## src/rtl/rv32_pkg.sv

```systemverilog
// rv32_pkg: shared RV32 constants and the packed decode field layout for D_out.
package rv32_pkg;
  localparam logic [31:0] NOP_INST = 32'h0000_0013;
  localparam logic [31:0] RESET_PC = 32'h0000_0000;
  typedef enum logic [4:0] {
    OP_LOAD  = 5'b00000,
    OP_I     = 5'b00100,
    OP_AUIPC = 5'b00101,
    OP_S     = 5'b01000,
    OP_R     = 5'b01100,
    OP_LUI   = 5'b01101,
    OP_B     = 5'b11000,
    OP_JALR  = 5'b11001,
    OP_JAL   = 5'b11011
  } opcode_t;
  localparam int OPC_LSB = 0;
  localparam int RD_LSB  = 5;
  localparam int F3_LSB  = 10;
  localparam int RS1_LSB = 13;
  localparam int RS2_LSB = 18;
  localparam int F7B_BIT = 23;
  localparam int DOUT_W  = 24;
endpackage

```

## src/rtl/fetch_decode_stage_if.sv

```systemverilog
// fetch_decode_stage_if: instruction memory port between the fetch stage and memory.
interface fetch_decode_stage_if;
  logic [31:0] im_addr;
  logic [31:0] im_rdata;
  modport master(output im_addr, input im_rdata);
  modport slave(input im_addr, output im_rdata);
endinterface

```

## src/rtl/dec_field_pack.sv

```systemverilog
// dec_field_pack: packs the controller-relevant instruction fields into D_out.
module dec_field_pack
  import rv32_pkg::*;
(
  input  logic [31:0]       inst,
  output logic [DOUT_W-1:0] d_out
);
  logic unused;
  assign unused = ^{inst[31], inst[29:25], inst[1:0]};
  always_comb begin
    d_out = '0;
    d_out[OPC_LSB +: 5] = inst[6:2];
    d_out[RD_LSB +: 5]  = inst[11:7];
    d_out[F3_LSB +: 3]  = inst[14:12];
    d_out[RS1_LSB +: 5] = inst[19:15];
    d_out[RS2_LSB +: 5] = inst[24:20];
    d_out[F7B_BIT]      = inst[30];
  end
endmodule

```

## src/rtl/fetch_decode_stage.sv

```systemverilog
// fetch_decode_stage: PC register plus F/D pipeline register with redirect, stall and event counters.
module fetch_decode_stage
  import rv32_pkg::*;
(
  input  logic                      clk,
  input  logic                      rst,
  input  logic                      stall,
  input  logic                      next_pc_sel,
  input  logic [31:0]               jb_target,
  fetch_decode_stage_if.master      im,
  output logic [31:0]               D_pc,
  output logic [31:0]               D_inst,
  output logic [DOUT_W-1:0]         D_out,
  output logic                      D_valid,
  output logic [15:0]               stall_cnt,
  output logic [15:0]               flush_cnt
);
  logic [31:0] f_pc;
  logic unused;
  assign unused = ^jb_target[1:0];
  assign im.im_addr = f_pc;
  // Redirect wins over stall; the squashed slot becomes a harmless addi x0.
  always_ff @(posedge clk) begin
    if (rst) begin
      f_pc      <= RESET_PC;
      D_inst    <= NOP_INST;
      D_pc      <= '0;
      D_valid   <= 1'b0;
      stall_cnt <= '0;
      flush_cnt <= '0;
    end else if (!next_pc_sel) begin
      f_pc      <= {jb_target[31:2], 2'b00};
      D_inst    <= NOP_INST;
      D_pc      <= '0;
      D_valid   <= 1'b0;
      flush_cnt <= flush_cnt + {15'd0, ~&flush_cnt};
    end else if (stall) begin
      stall_cnt <= stall_cnt + {15'd0, ~&stall_cnt};
    end else begin
      f_pc    <= f_pc + 32'd4;
      D_inst  <= im.im_rdata;
      D_pc    <= f_pc;
      D_valid <= 1'b1;
    end
  end
  dec_field_pack u_pack (.inst(D_inst), .d_out(D_out));
endmodule

```

## src/flat_wrapper.sv

```systemverilog
// flat-port wrapper written by rule: the top's interface ports become plain ports
module fetch_decode_stage_flat import rv32_pkg::*;
  (clk, rst, stall, next_pc_sel, jb_target, D_pc, D_inst, D_out, D_valid, stall_cnt, flush_cnt, im_im_addr, im_im_rdata);
  fetch_decode_stage_if im_i ();
  input  logic clk;
  input  logic rst;
  input  logic stall;
  input  logic next_pc_sel;
  input  logic [31:0] jb_target;
  output logic [31:0] D_pc;
  output logic [31:0] D_inst;
  output logic [DOUT_W-1:0] D_out;
  output logic D_valid;
  output logic [15:0] stall_cnt;
  output logic [15:0] flush_cnt;
  output wire logic [$bits(im_i.im_addr)-1:0] im_im_addr;
  input wire logic [$bits(im_i.im_rdata)-1:0] im_im_rdata;
  assign im_im_addr = im_i.im_addr;
  assign im_i.im_rdata = im_im_rdata;
  fetch_decode_stage u_core (.clk(clk), .rst(rst), .stall(stall), .next_pc_sel(next_pc_sel), .jb_target(jb_target), .im(im_i), .D_pc(D_pc), .D_inst(D_inst), .D_out(D_out), .D_valid(D_valid), .stall_cnt(stall_cnt), .flush_cnt(flush_cnt));
endmodule
```

## config.mk

```make
export PLATFORM = sky130hd
export DESIGN_NAME = fetch_decode_stage_flat
export DESIGN_NICKNAME = d
export VERILOG_FILES = /design/src/rtl/rv32_pkg.sv /design/src/rtl/fetch_decode_stage_if.sv /design/src/rtl/dec_field_pack.sv /design/src/rtl/fetch_decode_stage.sv /design/src/flat_wrapper.sv
export SDC_FILE = /design/constraint.sdc
export NUM_CORES = 1
export LEC_CHECK = 0
export BUFFER_PORTS_ARGS = -buffer_cell sky130_fd_sc_hd__buf_2
export CAP_MARGIN = 0
export CORE_UTILIZATION = 53
export CTS_CLUSTER_DIAMETER = 200
export DETAILED_ROUTE_END_ITERATION = 7
export GPL_TIMING_DRIVEN = 0
export PLACE_DENSITY = 0.89
export SLEW_MARGIN = 0
export SYNTH_ARGS = -nofsm -noshare
export SYNTH_HDL_FRONTEND = slang
export SYNTH_SLANG_ARGS = --single-unit
```

## constraint.sdc

```tcl
create_clock -name clk -period 7.3 [get_ports clk]
set_clock_uncertainty 0.05 [all_clocks]
set_input_delay 0.365 -clock clk [delete_from_list [all_inputs] [get_ports clk]]
set_output_delay 0.365 -clock clk [all_outputs]
set_load 0.05 [all_outputs]
```

* Yosys cells after proc, flatten, opt, wreduce, memory -nomap -nowiden
Cells that the tools add are included.
Cells by class: add/subtract/negate cells 3, equal/unequal tests 1, muxes and demuxes 2, bitwise operators 1, reduce and logical (&&, ||, !) cells 6
Operator list (number):
- $mux W32 | 2
- $add A16 B1 Y16 | 2
- $add A32 B3 Y32 const B | 1
- $reduce_and A16 Y1 | 2
- $logic_not A1 Y1 | 2
- $ne A2 B2 Y1 const B | 1
- $reduce_and A2 Y1 | 1
- $reduce_or A2 Y1 | 1
- $not A1 Y1 | 1
Word-level totals: register bits 129, bits of input ports 68, output and inout port bits 153, logic and storage cells 20

* Depth between registers and ports, before layout
Gate-level depths: netlist (run 1).
depth in word-level cells 3, gate-level depth with buffers 10, gate-level depth less buffers 9

* Modules after synthesis
A second synthesis (run 1) with hierarchy kept.
Unflattened totals: cell total of the unflattened synthesis 634, area, all modules 5667.9 um^2
By module, submodules not included:
- fetch_decode_stage | times used 1, cells an instance 610, area an instance 5487.8 um^2, sequential area each 2502.4 um^2
- dec_field_pack | times used 1, cells an instance 24, area an instance 180.2 um^2, sequential area each 0.0 um^2

* Worst setup path before layout (run 1)
Ideal clock, no wire load.
path kind reg2reg, start register u_core.flush_cnt[7], end register u_core.flush_cnt[12], data arrival time 2.749 ns, required time 7.122 ns, path slack 4.373 ns, cell stages (with the launch flop) 11, path buffers 1, cell sequence dfxtp_1 > and4_1 > nand4_1 > or4_1 > ha_1 > ha_1 > and4b_1 > clkbuf_1 > nand4_1 > xor2_1 > nor2_1
On the way: longest elaborated chain between the ends 3
RTL lines:
- from (decl) | line fetch_decode_stage.sv:16 | output logic [15:0] flush_cnt
- from (signal assigned) | line fetch_decode_stage.sv:36 | flush_cnt <= flush_cnt + {15'd0, ~&flush_cnt};
- $reduce_and A16 Y1 | line fetch_decode_stage.sv:36
- $logic_not A1 Y1 | line fetch_decode_stage.sv:36
- $add A16 B1 Y16 (*) | line fetch_decode_stage.sv:36
Every way passes the cells marked *; elsewhere a longest branch is shown, timed or not. A chain may end at the register's enable or synchronous reset.

* Worst setup path in the final report (run 1)
start register u_core.flush_cnt[7], end register u_core.flush_cnt[6]
On the way: longest elaborated chain between the ends 3
RTL lines (line):
- $reduce_and A16 Y1 | fetch_decode_stage.sv:36
- $logic_not A1 Y1 | fetch_decode_stage.sv:36
- $add A16 B1 Y16 | fetch_decode_stage.sv:36
No other way between the ends.

==> impl_metrics.toml, run 1 <==
[routing]
vias_per_cell = 5.489
post-route-drc-count = 0
routedWlPerCell_um = 15.95
drtIter0Drc = 380
wl_um = 16230
drt_pre_antenna_iters = 5
ant_nets = 0
vias = 5582

[global_route]
grt_pass1_wl_um = 25400
antenna_found_initial = 2
grt_max_degree = 17
grt_util_all_layers_pct = 28.86
grt_pass1_vias = 5178
grt_overflow = 0

[floorplan]
core-area_um2 = 10370
dieArea_um2 = 11190
initial_core_util_pct = 55.04
die_x_um = 105.8
die_height_um = 105.8
pin_count = 221
row_count = 37

[sta]
relSlewSlack_pct = 45.60
worstMarginPinSlew_ns = 0.8160
rsz0062_at_grt = "false"
fmaxAchievable_mhz = 353.3
fin_hold_ws_ns = 0.02415
drv_slew = 0
setup_viol = 0
setup_tns_ns = 0
period_needed_ns = 2.831
hold_viol_final = 0
finalCritPeriodShare_pct = 38.78
fin_ws_ns = 4.469

[worst_hold_path]
min_path_cells = 3
hp-class = "in -> reg"

[cells_and_area]
drive_gt1_share_pct = 32.76
areaGrowthSynthToFinish_pct = 33.58
final_nets = 940
stdcell_area_um2 = 7625
fin_util_pct = 73.53
fin_cells = 1017

[synth]
syn_area_um2 = 5708
synthFlopType = "dfxtp_1"
yosysWarnings = 0
async_reset_ff_share_pct = 0
synth.distinct_cells = 45
synth_seq_cells = 125
syn_inst = 630
ys_seq_area_share_pct = 43.84
synth.avg_cell_area_um2 = 9.060
synth_edf_count = 0

[clock_tree]
post_cts_resized = 0
cts.sinks = 125
clock-root-buffer = "clkbuf_8"
clk_pin_slew_ns = 0.06
cts_made_buffers = 17
cts_max_path_buffers = 2
hold_buffers = 0
cts_tree = "built"
htreeDepth = 4
post_cts_buffers = 0
clock_latency_ns = 0.52

[critical_path]
arrival_ns = 3.17
cp_max_fo = 7
slowest_delay_ns = 0.60
cp_top_family = "simple AND/OR/NAND/NOR gates"
critPathBufInv = 1
path_cells = "and4_1 > nand4_1 > or4_1 > ha_1 > ha_1 > and4b_1 > clkbuf_1 > nand3_1 > xor2_1 > nor2_1"
slowest_stage = "or4_1"
cp_data_required_time_ns = 7.64
crit_cells = 10
cp-start-kind = "flop"
ff2ff_path_depth = 10
crit_top_cell = "ha_1"
endpoint_kind = "flop"
critPathKind = "reg -> reg"

[placement]
place_area_um2 = 6960
hpwl_um = 11690
pre_cts_slack_ns = 4.500
gp_congestion = 0.8899
io_buffers = 214
placed_cells = 983

[power_and_ir_drop]
p_leak_nw = 3.519
p_total_mw = 1.927
peakVddDrop_mv = 0.1839
powerDensity_nw_per_um2 = 252.8

[run]
maxCapViolCount = 0

[outcome]
status = "finished clean"
==> cell usage in the layout (no fill, tap or decap), drive strengths merged, types with 4 or more instances in the layout <==
| cell type | Yosys | final |
|---|---|---|
| mux2i | 62 | 62 |
| nor2 | 111 | 111 |
| nand2 | 28 | 28 |
| nand3 | 24 | 24 |
| and3 | 9 | 9 |
| inv | 9 | 10 |
| nor2b | 8 | 8 |
| a311oi | 10 | 10 |
| dfxtp | 125 | 125 |
| nor4 | 18 | 18 |
| xnor2 | 19 | 19 |
| a21oi | 13 | 13 |
| xor2 | 13 | 13 |
| clkinv | 0 | 6 |
| or3 | 17 | 17 |
| and4 | 5 | 5 |
| o21ai | 12 | 12 |
| nor3 | 6 | 6 |
| or4 | 11 | 11 |
| bufinv | 0 | 6 |
| clkbuf | 21 | 39 |
| a211oi | 12 | 12 |
| conb | 1 | 4 |
| ha | 6 | 6 |
| buf | 42 | 256 |
| nand4 | 15 | 15 |
| o31ai | 6 | 6 |
==> flip-flops by register name, summed over array words and instances (netlist names) <==
name               flops
u_core.D_inst         32
u_core.flush_cnt      16
u_core.stall_cnt      16
u_core.D_pc           30
u_core.D_valid         1
u_core.im.im_addr     30
==> cell families (layout without fill, tap and decap cells) <==
logic type	count (synthesis)	count (layout)	synth area share, %
buf+inv	72	318	7.475
fa+ha+maj	6	6	1.315
mux	63	63	11.07
simple gates	267	267	23.59
flops	125	125	43.84
compound gates	64	64	7.738
xor+xnor	32	32	4.910
other cells	1	6	0.06570
==> power by group <==
part	switching, mW	total [mW]	leakage, nW	internal (mW)
clock network	0.314	0.939	0.319	0.625
logic	0.174	0.250	2.18	0.0766
registers	0.0322	0.738	1.02	0.706
total	0.520	1.93	3.52	1.41
==> tightest hold or removal path: stages <==
cell	delay, ns
buf_2	0.07
mux2i_1	0.05
nor2_1	0.07
==> final timing paths <==
path	startpoint	to	slack (ns)
max	u_core.flush_cnt[7]$_SDFFE_PP0N_	u_core.flush_cnt[6]$_SDFFE_PP0N_	4.47
min	im_im_rdata[29]	u_core.D_inst[29]$_SDFFE_PP0N_	0.02
max reg2reg	u_core.flush_cnt[7]$_SDFFE_PP0N_	u_core.flush_cnt[6]$_SDFFE_PP0N_	4.47
min reg2reg	u_core.D_valid$_SDFFE_PP0N_	u_core.D_valid$_SDFFE_PP0N_	0.40
==> Yosys cell counts, drive strengths merged (12+ instances only) <==
master	n	area, µm²
a211oi	12	90.09
xor2	13	113.9
nand2	28	105.1
xnor2	19	166.4
mux2i	62	620.6
nor4	18	112.6
nand4	15	93.84
nor2	111	416.7
nand3	24	120.1
clkbuf	21	118.9
a21oi	13	65.06
dfxtp	125	2502
o21ai	12	60.06
or3	17	107.6
buf	42	274.0
==> layout make-up <==
cell class | instances | area (µm²)
well taps | 136 | 170.2
clock inverters | 14 | 241.5
fillers | 790 | 2745
flip-flops and latches | 125 | 2502
clock buffers | 18 | 417.9
repair buffers | 214 | 1071
inverters | 9 | 33.78
diodes | 2 | 5.005
multi-input cells | 436 | 2790
plain buffers | 63 | 392.9
==> per-layer routing <==
layer  vias up  global-route usage [%]  part of all wire [%]
met4         0                   11.61                   3.0
met2       245                   47.81                    48
met3        47                   7.483                   7.0
met1      2602                   35.64                    42
met5         -                       0                     0
li1       2688                       -                     -
(Power assumes the default switching activity.)
==> run 2, diff against run 1 <==
--- a/config.mk
+++ b/config.mk
@@ -7,11 +7,11 @@
 export LEC_CHECK = 0
 export BUFFER_PORTS_ARGS = -buffer_cell sky130_fd_sc_hd__buf_2
 export CAP_MARGIN = 0
-export CORE_UTILIZATION = 53
+export CORE_UTILIZATION = 49
 export CTS_CLUSTER_DIAMETER = 200
 export DETAILED_ROUTE_END_ITERATION = 7
 export GPL_TIMING_DRIVEN = 0
-export PLACE_DENSITY = 0.89
+export PLACE_DENSITY = 0.83
 export SLEW_MARGIN = 0
 export SYNTH_ARGS = -nofsm -noshare
 export SYNTH_HDL_FRONTEND = slang
==> constraint.sdc (replaced) <==
create_clock -name clk -period 2.7 [get_ports clk]
set_clock_uncertainty 0.05 [all_clocks]
set_input_delay 0.135 -clock clk [delete_from_list [all_inputs] [get_ports clk]]
set_output_delay 0.135 -clock clk [all_outputs]
set_load 0.05 [all_outputs]
==> run 2 against run 1 <==
Effect of this change:
- wire length grew 11%
- first-iteration DRC count shrank 16%
- sequential power grew to 2.7 times the previous value
- core utilization shrank 1.5 points
==> impl_metrics.toml, run 2 (synthesized netlist as in run 1, its figures left out) <==
[clock_tree]
cts_tree = "built"
clock_latency_ns = 0.42
cts.sinks = 125
cts_max_path_buffers = 2
htreeDepth = 4
clock-root-buffer = "clkbuf_16"
clk_pin_slew_ns = 0.06
cts_made_buffers = 17

[sta]
relSlewSlack_pct = 49.04
period_needed_ns = 2.537
hold_viol_final = 0
setup_tns_ns = 0
fin_ws_ns = 0.1632
rsz0062_at_grt = "false"
setup_viol = 0
drv_slew = 0
fin_hold_ws_ns = 0.05803
finalCritPeriodShare_pct = 93.96
worstMarginPinSlew_ns = 0.7644
fmaxAchievable_mhz = 394.2

[global_route]
grt_overflow = 0
grt_util_all_layers_pct = 29.81
grt_pass1_vias = 5444
grt_max_degree = 17
grt_pass1_wl_um = 27410
antenna_found_initial = 0

[cells_and_area]
largest_register = "u_core.D_inst"
num-fill-cells = 836
largest_reg_flops = 32
fin_cells = 1081
layout_common_cells = "217 x buf_2, 116 x dfxtp_1, 111 x nor2_1, 62 x mux2i_1, 60 x dlygate4sd3_1"
regArea_um2 = 2514
n_antenna_cell = 0
drive_gt1_share_pct = 31.98
areaGrowthSynthToFinish_pct = 43.42
final_nets = 999
final_common_cell = "buf_2"
multi_input_area_um2 = 2796

[outcome]
status = "finished clean"

[placement]
gp_congestion = 0.8263
hpwl_um = 11410
pre_cts_slack_ns = -0.01616
io_buffers = 214
placed_cells = 990

[floorplan]
pin_count = 221
initial_core_util_pct = 50.20
dieArea_um2 = 12080
row_count = 39
die_height_um = 109.9
die_x_um = 109.9
core-area_um2 = 11370

[critical_path]
critPathKind = "reg -> reg"
critPathBufInv = 0
crit_cells = 9
path_cells = "and4_4 > nand4_1 > or4_4 > ha_1 > ha_1 > and4b_1 > nand4_1 > xor2_1 > nor2_1"
cp_top_family = "simple AND/OR/NAND/NOR gates"
slowest_delay_ns = 0.57
ff2ff_path_depth = 9
slowest_stage = "or4_4"
arrival_ns = 2.78
cp_max_fo = 7
endpoint_kind = "flop"
cp_data_required_time_ns = 2.94
cp-start-kind = "flop"

[routing]
ant_nets = 0
routedWlPerCell_um = 16.61
post-route-drc-count = 0
vias = 5876
drtIter0Drc = 321
vias_per_cell = 5.436
drt_pre_antenna_iters = 5
wl_um = 17950

[power_and_ir_drop]
p_total_mw = 5.072
comb_power_share_pct = 14.9
p_leak_nw = 3.753
clkPwrFrac_pct = 45.7
pwr-share-seq_pct = 39.4
cell_internal_pwr_mw = 3.625
switchingPower_mw = 1.447
p_sw_share_pct = 28.53
peakVddDrop_mv = 0.4741
powerDensity_nw_per_um2 = 619.6

[worst_hold_path]
min_path_cells = 5
hp-class = "in -> reg"

[run]
maxCapViolCount = 0
-- run 2: repair_timing --
action,4_1_cts,5_1_grt
buffers inserted,1,0
hold buffers,60,0
pin swaps,1,0
endpoints found under the setup margin,4,9
endpoints found under the hold margin,60,0
gates resized for setup,1,1
-- run 2: power by group through the flow --
stage / Sequential [mW] / Clock, mW / Combinational, mW
floorplan: 2.23 / 0 / 0.279
global placement: 2.03 / 0 / 0.661
global route: 2.01 / 2.43 / 0.798
finish: 2.00 / 2.32 / 0.753
CTS: 1.99 / 2.33 / 0.740
detailed placement: 2.03 / 0 / 0.668
-- run 2: final cells by class --
cell class                      count  area share, %
Tap cell                          143          2.186
Timing Repair Buffer              275          20.51
Clock buffer                       18          5.242
Inverter                            9         0.4127
Sequential cell                   125          30.70
Clock inverter                     14          2.079
Buffer                             61          4.707
Multi-Input combinational cell    436          34.16
-- run 2: stage by stage --
| stage | area [µm²] | utilization, % |
|---|---|---|
| floorplan | 5731 | - |
| global placement | 6980 | 61.40 |
| detailed placement | 6980 | 61.40 |
| CTS | 8192 | 72.05 |
| global route | 8187 | 72.00 |
| finish | 8187 | 72.00 |
-- run 2: metal layers --
layer / vias up / wire length [µm] / track usage [%]
li1: 2809 / - / -
met1: 2816 / 7543 / 37.94
met2: 218 / 9005 / 49.33
met3: 33 / 1063 / 6.758
met4: 0 / 337 / 10.57
met5: - / 0 / 0
-- run 2: tightest hold or removal path, stage by stage --
cell      delay [ns]
buf_2           0.07
nand2b_1        0.05
a21oi_1         0.12
a31oi_1         0.05
o211ai_1        0.07
-- run 2: final timing paths --
check / to / slack (ns) / start
hold / removal: u_core.im.im_addr[29]$_SDFFE_PP0N_ / 0.06 / jb_target[29]
setup reg to reg: u_core.flush_cnt[12]$_SDFFE_PP0N_ / 0.16 / u_core.flush_cnt[7]$_SDFFE_PP0N_
hold reg to reg: u_core.D_pc[3]$_SDFFE_PP0N_ / 0.44 / u_core.D_pc[3]$_SDFFE_PP0N_
setup / recovery: u_core.flush_cnt[12]$_SDFFE_PP0N_ / 0.16 / u_core.flush_cnt[7]$_SDFFE_PP0N_
==> run 3, diff against run 2 <==
--- a/config.mk
+++ b/config.mk
@@ -7,11 +7,11 @@
 export LEC_CHECK = 0
 export BUFFER_PORTS_ARGS = -buffer_cell sky130_fd_sc_hd__buf_2
 export CAP_MARGIN = 0
-export CORE_UTILIZATION = 49
+export CORE_UTILIZATION = 53
 export CTS_CLUSTER_DIAMETER = 200
 export DETAILED_ROUTE_END_ITERATION = 7
 export GPL_TIMING_DRIVEN = 0
-export PLACE_DENSITY = 0.83
+export PLACE_DENSITY = 0.89
 export SLEW_MARGIN = 0
 export SYNTH_ARGS = -nofsm -noshare
 export SYNTH_HDL_FRONTEND = slang
==> constraint.sdc (replaced) <==
create_clock -name clk -period 3.05 [get_ports clk]
set_clock_uncertainty 0.05 [all_clocks]
set_input_delay 0.305 -clock clk [delete_from_list [all_inputs] [get_ports clk]]
set_output_delay 0.305 -clock clk [all_outputs]
set_load 0.05 [all_outputs]
==> run 3 against run 2 <==
Effect of this change:
- power shrank 8.1%
- critical endpoint is now u_core.flush_cnt[6]$_SDFFE_PP0N_
- first-iteration DRC count grew 28%
- count of clock-buffer cells in the layout is the same
- via count shrank 1.5%
- sequential power shrank 11%
- clock power shrank 3%
==> impl_metrics.toml, run 3 (synthesized netlist as in run 1, its figures left out) <==
[global_route]
use_met2_pct = 52.61
grtUsageMet3_pct = 6.741
grt_pass1_vias = 5571
antenna_found_initial = 2
grt_pass1_wl_um = 27420
met1_usage_pct = 37.58
grt_util_all_layers_pct = 31.21
grt_overflow = 0
grt.busiest_layer = "met2"
grt_max_degree = 17

[critical_path]
arrival_ns = 3.17
critPathBufInv = 1
slowest_delay_ns = 0.60
ff2ff_setup_slack_ns = 0.23
r2r_start = "u_core.flush_cnt[7]$_SDFFE_PP0N_"
slowest_stage = "or4_1"
r2r-end = "u_core.flush_cnt[6]$_SDFFE_PP0N_"
critPathKind = "reg -> reg"
endpoint_kind = "flop"
cp-start-kind = "flop"
path_cells = "and4_1 > nand4_1 > or4_1 > ha_1 > ha_1 > and4b_1 > clkbuf_1 > nand3_1 > xor2_1 > nor2_1"
crit_top_cell = "ha_1"
cp_top_family = "simple AND/OR/NAND/NOR gates"
cp_data_required_time_ns = 3.40
cp_max_fo = 7
ff2ff_path_depth = 10

[power_and_ir_drop]
powerDensity_nw_per_um2 = 588.8
p_leak_nw = 3.640
p_total_mw = 4.661
peakVddDrop_mv = 0.4397

[placement]
placed_cells = 983
gp_congestion = 0.8899
io_buffers = 214
hpwl_um = 11690

[clock_tree]
cts_tree = "built"
htreeDepth = 4
cts_made_buffers = 17
clock-root-buffer = "clkbuf_8"
post_cts_resized = 0
clock_latency_ns = 0.52
cts_max_path_buffers = 2
clk_pin_slew_ns = 0.06
cts.sinks = 125

[sta]
rsz0062_at_grt = "false"
setup_viol = 0
relSlewSlack_pct = 45.12
hold_viol_final = 0
worstMarginPinSlew_ns = 0.8232
drv_slew = 0
fmaxAchievable_mhz = 354.7
period_needed_ns = 2.819
fin_hold_ws_ns = 0.002539
setup_tns_ns = 0
finalCritPeriodShare_pct = 92.44

[floorplan]
initial_core_util_pct = 55.04
die_height_um = 105.8
pin_count = 221
row_count = 37
core-area_um2 = 10370
die_x_um = 105.8
dieArea_um2 = 11190

[cells_and_area]
fin_cells = 1046
largest_register = "u_core.D_inst"
layout_common_cells = "217 x buf_2, 125 x dfxtp_1, 111 x nor2_1, 62 x mux2i_1, 29 x dlygate4sd3_1"
largest_reg_flops = 32
drive_gt1_share_pct = 31.72
final_common_cell = "buf_2"
areaGrowthSynthToFinish_pct = 38.67
final_nets = 969

[run]
maxCapViolCount = 0

[routing]
routedWlPerCell_um = 16.84
ant_nets = 0
drtIter0Drc = 412
wl_um = 17610
post-route-drc-count = 0
vias = 5790
drt_pre_antenna_iters = 5
vias_per_cell = 5.535

[worst_hold_path]
min_path_cells = 3
hp-start = "jb_target[19]"
hp-class = "in -> reg"
whs_endpoint = "u_core.im.im_addr[19]$_SDFFE_PP0N_"

[outcome]
status = "finished clean"
## run 3: changes by cell type in the layout (fill, tap and decap cells not counted), moves of 2 or more
cell and change:
bufinv_16 +3, clkbuf_1 +2, clkinv_2 -2, dfxtp_1 +9, dfxtp_2 -9, diode_2 +2
dlygate4sd3_1 -31
## run 3: repair_timing
| item | in CTS | in global routing |
|---|---|---|
| buffers inserted | 0 | 0 |
| hold endpoints to repair | 28 | 1 |
| hold buffers | 28 | 1 |
## run 3: worst reg2reg max path, cell delays in order (launching register included)
cell	delay, ns
dfxtp_1	0.45
and4_1	0.29
nand4_1	0.17
or4_1	0.60
ha_1	0.23
ha_1	0.19
and4b_1	0.19
clkbuf_1	0.16
nand3_1	0.14
xor2_1	0.18
nor2_1	0.05
## run 3: final cells by class
type	instances	area, µm²
clock buffer	18	417.9
inverter	9	33.78
buffer	63	392.9
clock inverter	14	241.5
tap	136	170.2
multi-input combinational	436	2790
fill	731	2455
sequential	125	2502
antenna	2	5.005
timing repair buffer	243	1361
## run 3: how the worst max path moves through the flow
| stage | startpoint | end | slack (ns) | cells past startpoint |
|---|---|---|---|---|
| 6_report | u_core.flush_cnt[7]$_SDFFE_PP0N_ | u_core.flush_cnt[6]$_SDFFE_PP0N_ | 0.23 | 10 |
| 5_1_grt | u_core.stall_cnt[10]$_SDFFE_PP0P_ | u_core.stall_cnt[13]$_SDFFE_PP0P_ | 0.06 | 9 |
| 4_1_cts | u_core.flush_cnt[7]$_SDFFE_PP0N_ | u_core.flush_cnt[6]$_SDFFE_PP0N_ | 0.25 | 10 |
| 3_5_place_dp | u_core.flush_cnt[7]$_SDFFE_PP0N_ | u_core.flush_cnt[6]$_SDFFE_PP0N_ | 0.25 | 10 |
| 3_3_place_gp | u_core.flush_cnt[7]$_SDFFE_PP0N_ | u_core.flush_cnt[12]$_SDFFE_PP0N_ | 0.29 | 10 |
| 2_1_floorplan | u_core.flush_cnt[7]$_SDFFE_PP0N_ | u_core.flush_cnt[12]$_SDFFE_PP0N_ | 0.12 | 10 |
## run 3: where the power goes
part	total, mW	internal [mW]	switching (mW)
Sequential	1.77	1.69	0.0788
Clock	2.25	1.50	0.758
Combinational	0.638	0.208	0.430
Total	4.66	3.39	1.27
## run 3: per-layer routing
layer  up-vias  part of all wire (%)
li1       2742                     -
met1      2719                    41
met2       280                    49
met3        49                   6.9
met4         0                   3.2
met5         -                     0
## run 3: stage by stage
step | setup WS, ns | utilization [%] | area [µm²]
after floorplan | 0.1230 | - | 5719
after global placement | 0.2873 | 67.12 | 6960
after detailed placement | 0.2502 | 67.12 | 6960
after CTS | 0.2472 | 76.18 | 7900
after global routing | 0.06274 | 76.33 | 7915
final | 0.2305 | 76.33 | 7915
